<file path="src/rtl/fc_layer_sequencer_if.sv">
// Handshake bundle between the fully-connected sequencer and its
// surroundings: CNN start flag, DMA engine, ALU and neuron buffers.
interface fc_layer_sequencer_if #(
  parameter int MEM_ADDRESS_WIDTH   = 16,
  parameter int LAYER_ADDRESS_WIDTH = 8
);
  logic                           start;
  logic                           dma_read;
  logic [MEM_ADDRESS_WIDTH-1:0]   dma_address;
  logic [LAYER_ADDRESS_WIDTH:0]   dma_count;
  logic                           dma_ready;
  logic                           alu_clear;
  logic                           alu_en;
  logic [1:0]                     alu_load;
  logic                           alu_valid;
  logic [2:0]                     bus_datasrc;
  logic                           neuron_wr;
  logic [1:0]                     neuron_layer;
  logic [LAYER_ADDRESS_WIDTH-1:0] neuron_address;
  logic                           busy;
  logic                           done;

  // The sequencer drives everything except the three inbound handshakes.
  modport master (
    input  start, dma_ready, alu_valid,
    output dma_read, dma_address, dma_count, alu_clear, alu_en, alu_load,
           bus_datasrc, neuron_wr, neuron_layer, neuron_address, busy, done
  );

  // Environment view: CNN stage, DMA engine, ALU and buffers.
  modport slave (
    output start, dma_ready, alu_valid,
    input  dma_read, dma_address, dma_count, alu_clear, alu_en, alu_load,
           bus_datasrc, neuron_wr, neuron_layer, neuron_address, busy, done
  );
endinterface

</file>
<file path="src/rtl/fc_layer_sequencer.sv">
// Sequences up to four dense layers: loads each layer's input vector into
// the ALU, then per neuron fetches bias+weights over DMA, waits for the ALU
// result and writes the neuron into the layer's output buffer.
// Records for all layers sit back to back in memory, so one running address
// register that steps by the record length covers every layer.
module fc_layer_sequencer #(
  parameter int          MEM_ADDRESS_WIDTH   = 16,
  parameter int          LAYER_ADDRESS_WIDTH = 8,
  parameter int          NUM_LAYERS          = 2,
  parameter int          IN_SIZE             = 120,
  parameter logic [31:0] LAYER_SIZES         = {8'd0, 8'd0, 8'd10, 8'd84},
  parameter int          BASE_ADDR           = 0
) (
  input logic                  clk,
  input logic                  rst,
  input logic                  clk_en,
  fc_layer_sequencer_if.master bus
);
  typedef logic [MEM_ADDRESS_WIDTH-1:0]   addr_t;
  typedef logic [LAYER_ADDRESS_WIDTH-1:0] idx_t;
  typedef logic [LAYER_ADDRESS_WIDTH:0]   cnt_t;

  typedef enum logic [2:0] {
    S_IDLE, S_LOAD, S_REQ, S_WAIT_DMA, S_WAIT_ALU, S_WRITE, S_DONE
  } state_t;

  localparam logic [1:0] ALU_VALUES  = 2'd0;
  localparam logic [1:0] ALU_WEIGHTS = 2'd1;
  localparam logic [1:0] ALU_HOLD    = 2'd2;
  localparam logic [2:0] SRC_DMA     = 3'd7;
  localparam logic [1:0] LAST_LAYER  = 2'(NUM_LAYERS - 1);

  state_t     state;
  logic [1:0] layer;
  idx_t       neuron;
  addr_t      addr;

  // Input-vector length of layer k: the CNN output for layer 0, otherwise
  // the size of the previous layer.
  function automatic cnt_t in_len(input logic [1:0] k);
    case (k)
      2'd0:    return cnt_t'(IN_SIZE);
      2'd1:    return cnt_t'(LAYER_SIZES[7:0]);
      2'd2:    return cnt_t'(LAYER_SIZES[15:8]);
      default: return cnt_t'(LAYER_SIZES[23:16]);
    endcase
  endfunction

  function automatic cnt_t layer_size(input logic [1:0] k);
    return cnt_t'(LAYER_SIZES[{k, 3'b000} +: 8]);
  endfunction

  // One record = bias word followed by one weight per input.
  cnt_t  rec_len;
  addr_t next_addr;
  logic  last_neuron;
  assign rec_len     = in_len(layer) + cnt_t'(1);
  assign next_addr   = addr + addr_t'(rec_len);
  assign last_neuron = (cnt_t'(neuron) == layer_size(layer) - cnt_t'(1));

  // Layer/neuron FSM; every output is registered alongside the state it belongs to.
  always_ff @(posedge clk) begin
    if (!rst) begin
      // NOTE: sequential state uses non-blocking (<=) so every register in
      // this block samples the pre-edge values, matching real flip-flops.
      state               <= S_IDLE;
      layer               <= '0;
      neuron              <= '0;
      addr                <= '0;
      bus.dma_read        <= 1'b0;
      bus.dma_address     <= '0;
      bus.dma_count       <= '0;
      bus.alu_clear       <= 1'b1;
      bus.alu_en          <= 1'b0;
      bus.alu_load        <= ALU_HOLD;
      bus.bus_datasrc     <= '0;
      bus.neuron_wr       <= 1'b0;
      bus.neuron_layer    <= '0;
      bus.neuron_address  <= '0;
      bus.busy            <= 1'b0;
      bus.done            <= 1'b0;
    end else if (clk_en) begin
      // Strobes and the DMA/write address fields are only meaningful in
      // their own state; everything else holds its last value.
      bus.dma_read       <= 1'b0;
      bus.dma_address    <= '0;
      bus.dma_count      <= '0;
      bus.neuron_wr      <= 1'b0;
      bus.neuron_layer   <= '0;
      bus.neuron_address <= '0;
      bus.done           <= 1'b0;
      bus.alu_en         <= 1'b0;

      case (state)
        S_IDLE: begin
          if (bus.start) begin
            layer           <= '0;
            neuron          <= '0;
            addr            <= addr_t'(BASE_ADDR);
            state           <= S_LOAD;
            bus.busy        <= 1'b1;
            bus.bus_datasrc <= 3'd0;
            bus.alu_load    <= ALU_VALUES;
            bus.alu_clear   <= 1'b0;
          end
        end
        S_LOAD: begin
          state           <= S_REQ;
          bus.dma_read    <= 1'b1;
          bus.dma_address <= addr;
          bus.dma_count   <= rec_len;
          bus.alu_clear   <= 1'b1;
          bus.alu_load    <= ALU_HOLD;
        end
        S_REQ: begin
          state <= S_WAIT_DMA;
        end
        S_WAIT_DMA: begin
          if (bus.dma_ready) begin
            state           <= S_WAIT_ALU;
            bus.bus_datasrc <= SRC_DMA;
            bus.alu_load    <= ALU_WEIGHTS;
            bus.alu_en      <= 1'b1;
            bus.alu_clear   <= 1'b0;
          end
        end
        S_WAIT_ALU: begin
          if (bus.alu_valid) begin
            state              <= S_WRITE;
            bus.neuron_wr      <= 1'b1;
            bus.neuron_layer   <= layer;
            bus.neuron_address <= neuron;
          end else begin
            bus.alu_en <= 1'b1;
          end
        end
        S_WRITE: begin
          // Stepping past the last record of a layer lands exactly on the
          // next layer's first record, so the address always advances.
          addr <= next_addr;
          if (!last_neuron) begin
            neuron          <= neuron + idx_t'(1);
            state           <= S_REQ;
            bus.dma_read    <= 1'b1;
            bus.dma_address <= next_addr;
            bus.dma_count   <= rec_len;
            bus.alu_clear   <= 1'b1;
            bus.alu_load    <= ALU_HOLD;
          end else if (layer != LAST_LAYER) begin
            layer           <= layer + 2'd1;
            neuron          <= '0;
            state           <= S_LOAD;
            bus.bus_datasrc <= {1'b0, layer + 2'd1};
            bus.alu_load    <= ALU_VALUES;
            bus.alu_clear   <= 1'b0;
          end else begin
            state           <= S_DONE;
            bus.done        <= 1'b1;
            bus.bus_datasrc <= 3'(NUM_LAYERS);
          end
        end
        S_DONE: begin
          state           <= S_IDLE;
          bus.busy        <= 1'b0;
          bus.bus_datasrc <= 3'd0;
          bus.alu_clear   <= 1'b1;
          bus.alu_load    <= ALU_HOLD;
        end
        default: state <= S_IDLE;
      endcase
    end
  end
endmodule

</file>
<file path="src/flat_wrapper.sv">
// flat-port wrapper written by rule: the top's interface ports become plain ports
module fc_layer_sequencer_flat 
#(
  parameter int          MEM_ADDRESS_WIDTH   = 16,
  parameter int          LAYER_ADDRESS_WIDTH = 8,
  parameter int          NUM_LAYERS          = 2,
  parameter int          IN_SIZE             = 120,
  parameter logic [31:0] LAYER_SIZES         = {8'd0, 8'd0, 8'd10, 8'd84},
  parameter int          BASE_ADDR           = 0
)
  (clk, rst, clk_en, bus_start, bus_dma_ready, bus_alu_valid, bus_dma_read, bus_dma_address, bus_dma_count, bus_alu_clear, bus_alu_en, bus_alu_load, bus_bus_datasrc, bus_neuron_wr, bus_neuron_layer, bus_neuron_address, bus_busy, bus_done);
  fc_layer_sequencer_if #(.MEM_ADDRESS_WIDTH(MEM_ADDRESS_WIDTH), .LAYER_ADDRESS_WIDTH(LAYER_ADDRESS_WIDTH)) bus_i ();
  input logic clk;
  input logic rst;
  input logic clk_en;
  input wire logic [$bits(bus_i.start)-1:0] bus_start;
  input wire logic [$bits(bus_i.dma_ready)-1:0] bus_dma_ready;
  input wire logic [$bits(bus_i.alu_valid)-1:0] bus_alu_valid;
  output wire logic [$bits(bus_i.dma_read)-1:0] bus_dma_read;
  output wire logic [$bits(bus_i.dma_address)-1:0] bus_dma_address;
  output wire logic [$bits(bus_i.dma_count)-1:0] bus_dma_count;
  output wire logic [$bits(bus_i.alu_clear)-1:0] bus_alu_clear;
  output wire logic [$bits(bus_i.alu_en)-1:0] bus_alu_en;
  output wire logic [$bits(bus_i.alu_load)-1:0] bus_alu_load;
  output wire logic [$bits(bus_i.bus_datasrc)-1:0] bus_bus_datasrc;
  output wire logic [$bits(bus_i.neuron_wr)-1:0] bus_neuron_wr;
  output wire logic [$bits(bus_i.neuron_layer)-1:0] bus_neuron_layer;
  output wire logic [$bits(bus_i.neuron_address)-1:0] bus_neuron_address;
  output wire logic [$bits(bus_i.busy)-1:0] bus_busy;
  output wire logic [$bits(bus_i.done)-1:0] bus_done;
  assign bus_i.start = bus_start;
  assign bus_i.dma_ready = bus_dma_ready;
  assign bus_i.alu_valid = bus_alu_valid;
  assign bus_dma_read = bus_i.dma_read;
  assign bus_dma_address = bus_i.dma_address;
  assign bus_dma_count = bus_i.dma_count;
  assign bus_alu_clear = bus_i.alu_clear;
  assign bus_alu_en = bus_i.alu_en;
  assign bus_alu_load = bus_i.alu_load;
  assign bus_bus_datasrc = bus_i.bus_datasrc;
  assign bus_neuron_wr = bus_i.neuron_wr;
  assign bus_neuron_layer = bus_i.neuron_layer;
  assign bus_neuron_address = bus_i.neuron_address;
  assign bus_busy = bus_i.busy;
  assign bus_done = bus_i.done;
  fc_layer_sequencer #(.MEM_ADDRESS_WIDTH(MEM_ADDRESS_WIDTH), .LAYER_ADDRESS_WIDTH(LAYER_ADDRESS_WIDTH), .NUM_LAYERS(NUM_LAYERS), .IN_SIZE(IN_SIZE), .LAYER_SIZES(LAYER_SIZES), .BASE_ADDR(BASE_ADDR)) u_core (.clk(clk), .rst(rst), .clk_en(clk_en), .bus(bus_i));
endmodule
</file>
<file path="config.mk">
export PLATFORM = sky130hd
export DESIGN_NAME = fc_layer_sequencer_flat
export DESIGN_NICKNAME = d
export VERILOG_FILES = /design/src/rtl/fc_layer_sequencer_if.sv /design/src/rtl/fc_layer_sequencer.sv /design/src/flat_wrapper.sv
export SDC_FILE = /design/constraint.sdc
export NUM_CORES = 1
export LEC_CHECK = 0
export ABC_AREA = 1
export CAP_MARGIN = 0
export CORE_AREA = 8 8 97 99
export CTS_CLUSTER_DIAMETER = 100
export DETAILED_ROUTE_END_ITERATION = 16
export DIE_AREA = 0 0 105 107
export GPL_TIMING_DRIVEN = 0
export PLACE_DENSITY = 0.73
export SYNTH_ARGS = -nofsm -noshare
export SYNTH_HDL_FRONTEND = slang
export SYNTH_SLANG_ARGS = --single-unit
</file>
<file path="constraint.sdc">
create_clock -name clk -period 2.8 [get_ports clk]
set_input_delay 0.56 -clock clk [delete_from_list [all_inputs] [get_ports clk]]
set_output_delay 0.56 -clock clk [all_outputs]
set_load 0.005 [all_outputs]
</file>
* After elaboration in Yosys (flattened, before gate mapping) *
Index checks and enable logic that the tools add are counted.

storage, ports and cells
  input port bits = 6
  logic and storage cells = 103
  flip-flop bits (word level) = 75
  output and inout bits = 46

cells by class
  reductions and logical operators = 14
  add/sub/neg operators = 5
  mux-type cells = 51
  shift operators = 1
  equality and inequality tests = 16

operator list
  kind                                                                           count
  16-bit one-hot mux with 2 select lines                                         2
  8-bit 2-to-1 mux                                                               5
  16-bit 2-to-1 mux                                                              2
  32-bit by 6-bit variable part select with 8-bit output (first input constant)  1
  3-bit 2-to-1 mux                                                               8
  7-bit one-hot mux with 3 select lines                                          1
  2-bit 2-to-1 mux                                                               9
  3-bit one-hot mux with 6 select lines                                          1
  9-bit one-hot mux with 2 select lines                                          1
  16-bit by 9-bit adder with 16-bit output                                       1
  8-bit one-hot mux with 2 select lines                                          1
  5-bit AND reduction                                                            3
  1-bit 2-to-1 mux                                                               13
  3-bit one-hot mux with 4 select lines                                          1
  3-bit equality test (second input constant)                                    3
  8-bit by 9-bit equality test with 1-bit output                                 1
  9-bit 2-to-1 mux                                                               1
  8-bit by 1-bit subtractor with 9-bit output (second input constant)            1
  7-bit by 1-bit adder with 8-bit output (second input constant)                 1
  8-bit by 1-bit adder with 8-bit output (second input constant)                 1
  2-bit one-hot mux with 4 select lines                                          1
  4-bit AND reduction                                                            2
  4-bit nonzero test                                                             2
  3-bit by 2-bit equality test with 1-bit output (second input constant)         2
  15 further kinds                                                               23

* Depth between registers and ports, before layout *
Gate-level depths: netlist of the first run.

  word-level depth = 6
  gate-level depth with buffers = 16
  mapped depth without buffers = 16

* Least setup slack after synthesis of the first run *
No wires, ideal clock.

  kind = reg-to-reg
  from = register u_core.layer[1]
  to = register u_core.bus.dma_address[4]
  clock period less this slack = 2049 ps
  cell stages (with the launch flop) = 14
  path slack = 751 ps
  buffers on the path = 0
  data required time = 2668 ps
  arrival = 1917 ps
  library setup time = 132 ps
  path through = dfxtp_1 inv_1 ha_1 nor2_1 nor2_1 ha_1 inv_1 nand2_1 and2_1 or2_2 nand2_1 o21ai_0 nand2_1 a21oi_1

between the ends
  cells in the longest elaborated chain, start to end = 6
  elaborated cells on any way between the ends = 11
  those cells by class = add/sub (3); eq/ne (3); shift (1); mux (3); reduce/logical (1)

RTL lines
  what                                               line                         RTL
  start, declared                                    fc_layer_sequencer.sv:34     logic [1:0] layer;
  start signal, assigned                             fc_layer_sequencer.sv:150    layer <= layer + 2'd1;
  2-bit equality test, or another cell as far along  fc_layer_sequencer.sv:41     case (k)
  7-bit one-hot mux with 3 select lines              fc_layer_sequencer.sv:41
  7-bit by 1-bit adder with 8-bit output             fc_layer_sequencer.sv:57     assign rec_len = in_len(layer) + cnt_t'(1);
  16-bit by 9-bit adder with 16-bit output           fc_layer_sequencer.sv:58     assign next_addr = addr + addr_t'(rec_len);
  16-bit 2-to-1 mux *                                fc_layer_sequencer.sv:141    if (!last_neuron) begin
  16-bit one-hot mux with 2 select lines *           fc_layer_sequencer.sv:94     case (state)
  end signal, assigned                               fc_layer_sequencer.sv:110    bus.dma_address <= addr;
  end signal, assigned                               fc_layer_sequencer.sv:145    bus.dma_address <= next_addr;
  end, declared                                      fc_layer_sequencer_if.sv:26  output dma_read, dma_address, dma_count, alu_clear, alu_en, alu_load,

Every way passes the cells marked *; elsewhere a longest branch is shown, timed or not.
A chain may end at the register's enable or synchronous reset.

* Worst setup path after layout of the first run *
Same ends and word-level chain as after synthesis.

==> impl_metrics.env, run 1 <==
export IMPL_clockRootBuffer="clkbuf_8"
export IMPL_cts_setup_buffers=0
export IMPL_worstMarginPinSlew_ns=0.7002
export IMPL_hold_start="u_core.bus.bus_datasrc[0]"
export IMPL_n_fill_cell=786
export IMPL_path_buf_inv=3
export IMPL_area_growth_pct=20.05
export IMPL_grtUsageTotal=0.1901
export IMPL_clkLatencyLatePin_ns=0.35
export IMPL_ios=52
export IMPL_initial_core_util=0.4896
export IMPL_reg2reg_from="u_core.layer[1]"
export IMPL_ant_nets=0
export IMPL_syn_inst=580
export IMPL_cts_hold_repair_buffers=0
export IMPL_cp_max_fo=10
export IMPL_maxSlewHeadroom=0.5332
export IMPL_die_w_um=105
export IMPL_vias=3842
export IMPL_die_area_um2=11240
export IMPL_drcViolationCount=0
export IMPL_whs_path_depth=2
export IMPL_r2r_setup_slack_ns=0.26
export IMPL_fin_skew_ns=0.01177
export IMPL_clock_sinks=71
export IMPL_yosysTopAreaCell="dfxtp_1"
export IMPL_first_iter_violations=254
export IMPL_grt_pass1_wl_mm=17.73
export IMPL_port_buffers=48
export IMPL_final_cell_mix="nand2_1, dfxtp_1, a21oi_1"
export IMPL_slew_viol_final=0
export IMPL_clk_pin_slew_ns=0.07
export IMPL_syn_avg_cell_area_um2=6.692
export IMPL_yosys_warnings=0
export IMPL_grt_remaining_overflow=0
export IMPL_synth_area_top_cells="dfxtp_1, nand2_1, a21oi_1"
export IMPL_final_common_cell="nand2_1"
export IMPL_synth_top_area_frac=0.3662
export IMPL_startpoint_type="register"
export IMPL_routedWlPerCell_um=13.64
export IMPL_finalCriticalPeriod_ns=2.538
export IMPL_cp_top_family="simple AND/OR/NAND/NOR gates"
export IMPL_path_class="reg2reg"
export IMPL_ys_types=45
export IMPL_drv_cap=0
export IMPL_synth_compound_area_frac=0.1302
export IMPL_synth_adder_area_share=0.04384
export IMPL_synthXorXnorAreaFrac=0.01580
export IMPL_drtPass1Iterations=5
export IMPL_end_kind="register"
export IMPL_tns_ns=0
export IMPL_fmax_ghz=0.3940
export IMPL_cp_arrival_ns=2.82
export IMPL_drt_total_wl_mm=10.22
export IMPL_cts_resized=0
export IMPL_drive_above_1_share=0.08385
export IMPL_die_h_um=107
export IMPL_path_cells="inv_1 > ha_1 > inv_1 > nand2_1 > nand2_1 > nor2_4 > nand2_1 > nand2_1 > buf_4 > o21ai_0 > nand2_1 > a21oi_1"
export IMPL_antenna_cells=0
export IMPL_drt_vias_per_instance=5.130
export IMPL_synthMuxAreaShare=0
export IMPL_status="complete, no violations"
export IMPL_cts_buffers=9
export IMPL_r2r_cells=12
export IMPL_whs_ns=0.4577
export IMPL_grt_max_degree=13
export IMPL_leakage_nw=1.976
export IMPL_synth_top_family_by_area="simple AND/OR/NAND/NOR gates"
export IMPL_cts_tree="yes"
export IMPL_vdd_drop_max_v=0.0003127
export IMPL_ys_seq_elements=71
export IMPL_ys_seq_area_frac=0.3662
export IMPL_whs_endpoint="u_core.bus.bus_datasrc[0]"
export IMPL_worstHoldPathType="reg2reg"
export IMPL_routabilityCongestion=0.9014
export IMPL_powerDensity_nw_per_um2=448.0
export IMPL_syn_area_um2=3881
export IMPL_r2r_end="u_core.bus.dma_address[4]"
export IMPL_worst_path_max_delay_cell="dfxtp_1"
export IMPL_cts_max_level=3
export IMPL_num_nets_final=659
export IMPL_critPathRequiredTime_ns=3.08
export IMPL_critPathMaxStageDelay_ns=0.48
export IMPL_rsz0062_at_grt="false"
export IMPL_yosys_area_share_simple=0.3517
export IMPL_row_count=33
export IMPL_setup_viol=0
export IMPL_finalHoldViolations=0
export IMPL_fin_crit_sh=0.9064
export IMPL_coreArea_um2=7928
export IMPL_cpMostUsedCell="nand2_1"
export IMPL_clockBufferDepth=2
export IMPL_cp_depth=12
export IMPL_antenna_found_initial=0
export IMPL_grt_pass1_vias=3867
export IMPL_dpl_hpwl_mm=7.789
Yosys cell counts, drive strengths merged:
cell and n:
a21boi 1, a21oi 61, a221oi 1, a22o 2, and2 1, and3 3, buf 16, clkbuf 8
clkinv 1, conb 1, dfxtp 71, fa 1, ha 12, inv 58, nand2 215, nand3 40
nand3b 1, nand4 5, nor2 40, nor3 3, o2111ai 1, o211ai 2, o21a 2, o21ai 21
o21bai 1, or2 5, xnor2 1, xor2 6
stage by stage:
stage          utilization  instances  setup slack [ns]  total power, mW  area, um^2
2_1_floorplan            -        581            0.7507            1.285        3885
3_3_place_gp        0.5672        734            0.3323            1.374        4497
3_5_place_dp        0.5672        734            0.2803            1.382        4497
4_1_cts             0.5878        749            0.2602            2.091        4659
5_1_grt             0.5878        749           0.05264            2.191        4659
6_report            0.5878        749            0.2620            2.088        4659
how the worst max path moves through the flow:
stage | slack (ns) | endpoint | from
2_1_floorplan | 0.75 | u_core.bus.dma_address[4] | u_core.layer[1]
3_3_place_gp | 0.33 | u_core.bus.dma_address[4] | u_core.layer[1]
3_5_place_dp | 0.28 | u_core.bus.dma_address[4] | u_core.layer[1]
4_1_cts | 0.26 | u_core.bus.dma_address[4] | u_core.layer[1]
5_1_grt | 0.05 | u_core.bus.dma_address[13] | u_core.layer[1]
6_report | 0.26 | u_core.bus.dma_address[4] | u_core.layer[1]
cell families (layout without fill, tap and decap cells):
kind of cell / count (synthesis) / in the layout
AND/OR/NAND/NOR: 313 / 313
AO/OA/AOI/OAI: 92 / 92
buffers and inverters: 83 / 146
flip-flops: 71 / 71
adder cells (fa/ha/maj): 13 / 13
XOR/XNOR: 7 / 7
other: 1 / 2
worst min-delay path: cells and delay by family (launching register included):
| family | cells | cell delay, ns |
|---|---|---|
| AOI/OAI and AO/OA | 1 | 0.05 |
| buffers and inverters | 1 | 0.05 |
| DFF | 1 | 0.31 |
layout make-up:
cell class / instances / area [um^2] / area share
plain buffers: 24 / 132.6 / 0.02846
clock buffers: 10 / 127.6 / 0.02739
clock inverters: 5 / 35.03 / 0.007519
inverters: 59 / 221.5 / 0.04753
multi-input cells: 427 / 2110 / 0.4527
flip-flops and latches: 71 / 1421 / 0.3050
well taps: 105 / 131.4 / 0.02820
repair buffers: 48 / 480.5 / 0.1031
report_power, final:
| group | internal (mW) | switching (mW) | total (mW) |
|---|---|---|---|
| Clock | 0.318 | 0.408 | 0.727 |
| Sequential | 1.03 | 0.0208 | 1.05 |
| Combinational | 0.112 | 0.196 | 0.308 |
per-layer routing:
| layer | track usage | up-vias | part of all wire |
|---|---|---|---|
| met3 | 0.04319 | 19 | 0.062 |
| li1 | - | 1952 | - |
| met2 | 0.3480 | 117 | 0.50 |
| met4 | 0.07238 | 0 | 0.023 |
| met5 | 0 | - | 0 |
| met1 | 0.2096 | 1754 | 0.41 |
sequential cells by signal, summed over array words and instances (netlist names):
signal	flops
u_core.layer	2
u_core.addr	16
u_core.state	3
u_core.bus.dma_address	16
u_core.bus.alu_clear	1
u_core.bus.alu_load	2
u_core.bus.done	1
u_core.bus.alu_en	1
u_core.bus.busy	1
u_core.bus.neuron_layer	2
u_core.bus.dma_count	6
u_core.neuron	8
u_core.bus.neuron_wr	1
u_core.bus.neuron_address	8
u_core.bus.bus_datasrc	3
(Power assumes the default switching activity.)
==> inputs of run 2 (changes only) <==
- CAP_MARGIN: 0 -> 20
==> results of run 2 <==
Final layout, timing and power as in run 1 (identical DEF).
